--- config.mk ---
export PLATFORM = sky130hd
export DESIGN_NAME = puzzle_move_unit
export DESIGN_NICKNAME = d
export VERILOG_FILES = /design/src/rtl/puzzle_pkg.sv /design/src/rtl/puzzle_move_unit_tile_swap.sv /design/src/rtl/puzzle_move_unit.sv
export SDC_FILE = /design/constraint.sdc
export NUM_CORES = 1
export LEC_CHECK = 0
export CAP_MARGIN = 20
export CORE_ASPECT_RATIO = 0.9
export CORE_MARGIN = 4
export CORE_UTILIZATION = 62
export CTS_CLUSTER_DIAMETER = 120
export CTS_CLUSTER_SIZE = 10
export DETAILED_ROUTE_END_ITERATION = 6
export DONT_BUFFER_PORTS = 1
export GPL_TIMING_DRIVEN = 0
export PLACE_DENSITY = 0.78
export SLEW_MARGIN = 20
export SYNTH_ARGS = -nofsm -noshare
export SYNTH_HDL_FRONTEND = slang
export SYNTH_SLANG_ARGS = --single-unit
--- constraint.sdc ---
create_clock -name clk -period 5.6 [get_ports clk]
set_input_delay 0.84 -clock clk [delete_from_list [all_inputs] [get_ports clk]]
set_output_delay 0.84 -clock clk [all_outputs]
set_load 0.02 [all_outputs]
--- src/rtl/puzzle_pkg.sv ---
// puzzle_pkg: shared constants and FSM state type for the 2x3 sliding puzzle move unit
package puzzle_pkg;
    localparam int WORD_W = 28;
    localparam int NPOS_C = 6;
    localparam logic [3:0] REG_CURRENT = 4'd0;
    localparam logic [3:0] REG_ANSWER  = 4'd1;
    localparam logic [3:0] REG_COUNTER = 4'd2;
    localparam logic [3:0] REG_COMPARE = 4'd3;
    localparam logic [1:0] DIR_UP      = 2'b00;
    localparam logic [1:0] DIR_DOWN    = 2'b01;
    localparam logic [1:0] DIR_LEFT    = 2'b10;
    localparam logic [1:0] DIR_RIGHT   = 2'b11;
    typedef enum logic [1:0] {
        ST_IDLE  = 2'd0,
        ST_APPLY = 2'd1,
        ST_COUNT = 2'd2,
        ST_CMP   = 2'd3
    } state_t;
endpackage

--- src/rtl/puzzle_move_unit_tile_swap.sv ---
// tile_swap: locates the blank, checks the move stays on the 2x3 grid and swaps blank with its neighbour
module tile_swap
    import puzzle_pkg::*;
#(
    parameter int W    = WORD_W,
    parameter int NPOS = NPOS_C
) (
    input  logic [W-1:0] st,
    input  logic [1:0]   dir,
    output logic [W-1:0] swapped,
    output logic         legal
);
    logic [2:0] blank;
    logic [2:0] tgt;
    logic       found;
    logic       col0;
    logic       col2;

    // lowest-numbered empty nibble is the blank; scanning downward lets the lowest win
    always_comb begin
        blank = 3'd0;
        found = 1'b0;
        for (int i = NPOS - 1; i >= 0; i--) begin
            if (st[4*i +: 4] == 4'd0) begin
                blank = 3'(i);
                found = 1'b1;
            end
        end
    end

    assign col0  = blank == 3'd0 || blank == 3'd3;
    assign col2  = blank == 3'd2 || blank == 3'd5;
    assign legal = found && (dir == DIR_UP   ? blank >= 3'd3 :
                             dir == DIR_DOWN ? blank <= 3'd2 :
                             dir == DIR_LEFT ? !col0 : !col2);
    assign tgt   = dir == DIR_UP   ? blank - 3'd3 :
                   dir == DIR_DOWN ? blank + 3'd3 :
                   dir == DIR_LEFT ? blank - 3'd1 : blank + 3'd1;

    // neighbour tile moves into the blank's slot and the blank takes its place; top bits pass through
    always_comb begin
        swapped = st;
        if (legal) begin
            swapped[4*blank +: 4] = st[4*tgt +: 4];
            swapped[4*tgt +: 4]   = 4'd0;
        end
    end
endmodule

--- src/rtl/puzzle_move_unit.sv ---
// puzzle_move_unit: executes one blank move on the register-file puzzle state, bumps the counter and scores the result
module puzzle_move_unit
    import puzzle_pkg::*;
#(
    parameter int W    = WORD_W,
    parameter int NPOS = NPOS_C
) (
    input  logic         clk,
    input  logic         rst_n,
    input  logic         mv_valid,
    input  logic [1:0]   mv_dir,
    output logic         mv_ready,
    output logic [3:0]   src0,
    output logic [3:0]   src1,
    output logic [3:0]   dst,
    output logic         we,
    output logic [W-1:0] data,
    input  logic [W-1:0] outa,
    input  logic [W-1:0] outb,
    output logic         illegal,
    output logic         solved,
    output logic         busy
);
    state_t          state;
    logic [W-1:0]    cur_q;
    logic [W-1:0]    ans_q;
    logic [W-1:0]    swapped;
    logic [1:0]      dir_q;
    logic            legal;
    logic [NPOS-1:0] m;

    tile_swap #(.W(W), .NPOS(NPOS)) u_swap (
        .st     (cur_q),
        .dir    (dir_q),
        .swapped(swapped),
        .legal  (legal)
    );

    // per-position agreement between the moved state and the answer
    always_comb begin
        m = '0;
        for (int i = 0; i < NPOS; i++) m[i] = cur_q[4*i +: 4] == ans_q[4*i +: 4];
    end

    assign mv_ready = rst_n && state == ST_IDLE;
    assign busy     = state != ST_IDLE;
    assign src0     = state == ST_COUNT ? REG_COUNTER : REG_CURRENT;
    assign src1     = REG_ANSWER;
    assign dst      = state == ST_COUNT ? REG_COUNTER : state == ST_CMP ? REG_COMPARE : REG_CURRENT;
    assign we       = (state == ST_APPLY && legal) || state == ST_COUNT || state == ST_CMP;
    assign illegal  = state == ST_APPLY && !legal;
    assign data     = state == ST_COUNT ? outa + W'(1) : state == ST_CMP ? W'(m) : swapped;

    // move sequencing: capture operands, apply swap, bump counter, write match bits
    always_ff @(posedge clk or negedge rst_n) begin
        if (!rst_n) begin
            state  <= ST_IDLE;
            cur_q  <= '0;
            ans_q  <= '0;
            dir_q  <= DIR_UP;
            solved <= 1'b0;
        end else begin
            case (state)
                ST_IDLE: if (mv_valid) begin
                    state <= ST_APPLY;
                    cur_q <= outa;
                    ans_q <= outb;
                    dir_q <= mv_dir;
                end
                ST_APPLY: begin
                    state <= legal ? ST_COUNT : ST_IDLE;
                    if (legal) cur_q <= swapped;
                end
                ST_COUNT: state <= ST_CMP;
                ST_CMP: begin
                    solved <= &m;
                    state  <= ST_IDLE;
                end
                default: state <= ST_IDLE;
            endcase
        end
    end
endmodule

==> results.cfg <==
[clock_network]
cts_buffers = 9
cts_tree = built
root_buffer = clkbuf_8
clkSlewWorstSetupHoldPaths_ps = 80
insertion_delay_ps = 350
cts_sinks = 57
cts_max_path_buffers = 2
htree_levels = 3

[synth]
synth_adder_area_share_pct = 3.48
synthCells = 537
ys_types = 64
synth_seq_area_share_pct = 29.2
synth-compound-area-share_pct = 18.9
ys.warnings.count = 0
ys.flop_type = dfrtp_1
synth_mux_area_share_pct = 14.6
synth.avg_cell_area_um2 = 9.11
yosysTopAreaCellShare_pct = 29.2
yosys_register_bits = 57
synth_top_family_by_area = simple AND/OR/NAND/NOR gates
synth_edf_count = 0
synth-xor-area-share_pct = 9.49
synth-simple-area-share_pct = 19.0
synth_top_area_cell = dfrtp_1
netlist_top_cells_area = dfrtp_1 29%, mux2i_1 8.4%, xor2_1 6.4%
async_flop_share_pct = 100
netlist_area_um2 = 4890

[floorplan]
core_area_um2 = 7620
die_x_um = 102
die_h_um = 92.3
rows = 30
die_area_um2 = 9370
start_util_pct = 64.2
io_pins = 106

[place]
dpl_cell_area_um2 = 5040
place_hpwl_mm = 11.7
io_buffers = 0
globalplace.congestion = 0.998

[status]
status = finished, violations left
violations = DRC

[timing]
drv_slew = 0
period_minus_slack_ps = 5450
finalSetupViolations = 0
clock_skew_ps = 12.3
setup_tns_ps = 0
tightest_slew_ps = 837
max-slew-margin-rel_pct = 43.7
rsz0062_at_grt = false
max_freq_ghz = 0.184
hold_viol_final = 0
period_share_pct = 97.3

[finish]
layout-drive-gt1-share_pct = 20.6
fill_cells = 618
regArea_um2 = 1430
stdcell_area_um2 = 5420
antenna_cells = 0
area_growth_pct = 10.8
final_nets = 632
multi_input_area_um2 = 3390

[route]
drc = 3
vias = 4608
wl_per_cell_um = 23.9
drt-vias-per-instance = 6.99
wl_mm = 15.7
dr.pass1.iters = 7
drt_iter0_markers = 624
drtAntennaViolNets = 0

[global_routing]
grtUsageMet3_pct = 9.58
antenna_found_initial = 0
grt_start_max_net_pins = 59
busiest_layer = met2
met2_usage_pct = 51.6
grt.total_usage_pct = 33.8
grt_pass1_wl_mm = 24.3
overflow = 0
met1_usage_pct = 45.2
grt_pass1_vias = 4499

[critical_path]
worstSetupStartpointType = flop
cp_max_fo = 10
crit_type = flop to output port
cp.arrival_ps = 4610
cp-end-kind = output port
cp_data_required_time_ps = 4760

[flow_run]
drv_cap = 0

[hold_path]
hold_class = primary input to asynchronous set/reset pin
-- cells in the final DEF, fill, tap and decap left out, types with 3 or more instances in the layout --
cell       count
or2_2          3
and3_1        19
dfrtp_1       57
o31ai_2        3
mux2i_1       40
mux2_2        27
o22ai_1       20
inv_1         11
a31oi_1        6
ha_1          12
a21o_1         3
or3_1          3
nor4_2         6
o2bb2ai_1      3
nand4_1        6
o211ai_1      11
xor2_1        36
clkbuf_8       9
nand2_1       36
o21ai_0       12
nor4_1         4
and2_1         7
nor2_1        29
o22ai_2       13
buf_2          6
nand3_1       21
a21oi_1       24
nor3_1         5
xnor2_1       17
buf_4         14
clkbuf_1      17
o21ai_1        5
nand2b_1       4
conb_1         9
o21a_1         9
-- cells in the mapped netlist, types with 3 or more instances --
library cell	count
a21o_1	3
a21oi_1	25
a31oi_1	6
and2_1	7
and3_1	19
buf_2	7
buf_4	11
clkbuf_1	17
dfrtp_1	57
ha_1	12
inv_1	11
mux2_2	27
mux2i_1	41
nand2_1	36
nand2b_1	4
nand3_1	21
nand4_1	6
nor2_1	29
nor3_1	5
nor4_1	6
nor4_2	4
o211ai_1	11
o21a_1	9
o21ai_0	14
o21ai_1	4
o22ai_1	33
o2bb2ai_1	3
o31ai_1	4
o41ai_2	3
or2_2	3
or3_1	3
xnor2_1	17
xor2_1	36
-- critical path: stages (launching register included) --
cell      delay [ps]
dfrtp_1          490
nor4_1           580
a211oi_2         180
or2_2            380
fa_1             440
xor2_1           170
and3_1           200
o31ai_2          340
clkbuf_4         330
mux2_2           470
and2_1           230
mux2i_1          220
o22ai_1          220
-- area by class of cell --
cell class / instances / share of cell area [%]
Sequential cell: 57 / 26.3
Inverter: 13 / 0.901
Clock inverter: 6 / 1.25
Buffer: 38 / 3.97
Tap cell: 96 / 2.22
Timing Repair Buffer: 3 / 0.416
Multi-Input combinational cell: 436 / 62.6
Clock buffer: 10 / 2.36
-- metal layers --
layer  part of all wire (%)  wire [um]
met1                     40       6250
met2                     46       7210
met3                     10       1620
met4                    4.1        649
met5                      0          0
-- per-stage QoR --
stage | hold WS (ps) | setup WS, ps | cells | utilization [%]
floorplan | 481 | 917 | 544 | -
global placement | 502 | 358 | 640 | 66.1
detailed placement | 518 | 200 | 640 | 66.1
CTS | 170 | 2.70 | 656 | 68.9
global route | 156 | 7.26 | 659 | 71.1
finish | 173 | 152 | 659 | 71.1
-- state kept, by name, indices dropped and copies added, names as in the netlist, named ones only --
signal and count:
solved 1, dir_q 2, state 1, ans_q 24
cur_q 28
-- logic make-up (layout without fill, tap and decap cells) --
logic type	Yosys count	in the layout
compound gates	132	132
xor+xnor	53	53
fa+ha+maj	13	13
buf+inv	51	70
flops	57	57
mux	68	68
other cells	2	9
simple gates	161	161
-- worst paths after layout --
| check | from | end | slack (ps) | cells after the start |
|---|---|---|---|---|
| max | cur_q[21] | data[24] | 150 | 12 |
| min | rst_n | ans_q[22] | 170 | 0 |
| max reg2reg | cur_q[21] | cur_q[1] | 1150 | 12 |
| min reg2reg | ans_q[7] | ans_q[7] | 530 | 1 |
| max in group asynchronous | rst_n | cur_q[2] | 5300 | 0 |
| min in group clk | ans_q[7] | ans_q[7] | 530 | 1 |
-- repair_timing --
action	4_1_cts	5_1_grt
buffers inserted	0	3
setup endpoints to repair	16	25
pin swaps	0	4
resized for setup	4	27
cloned	0	0
hold buffers	0	0
Power is left out: the tool's default activity adds up to more than one toggle a clock period on the data nets, which glitch-free logic cannot reach.
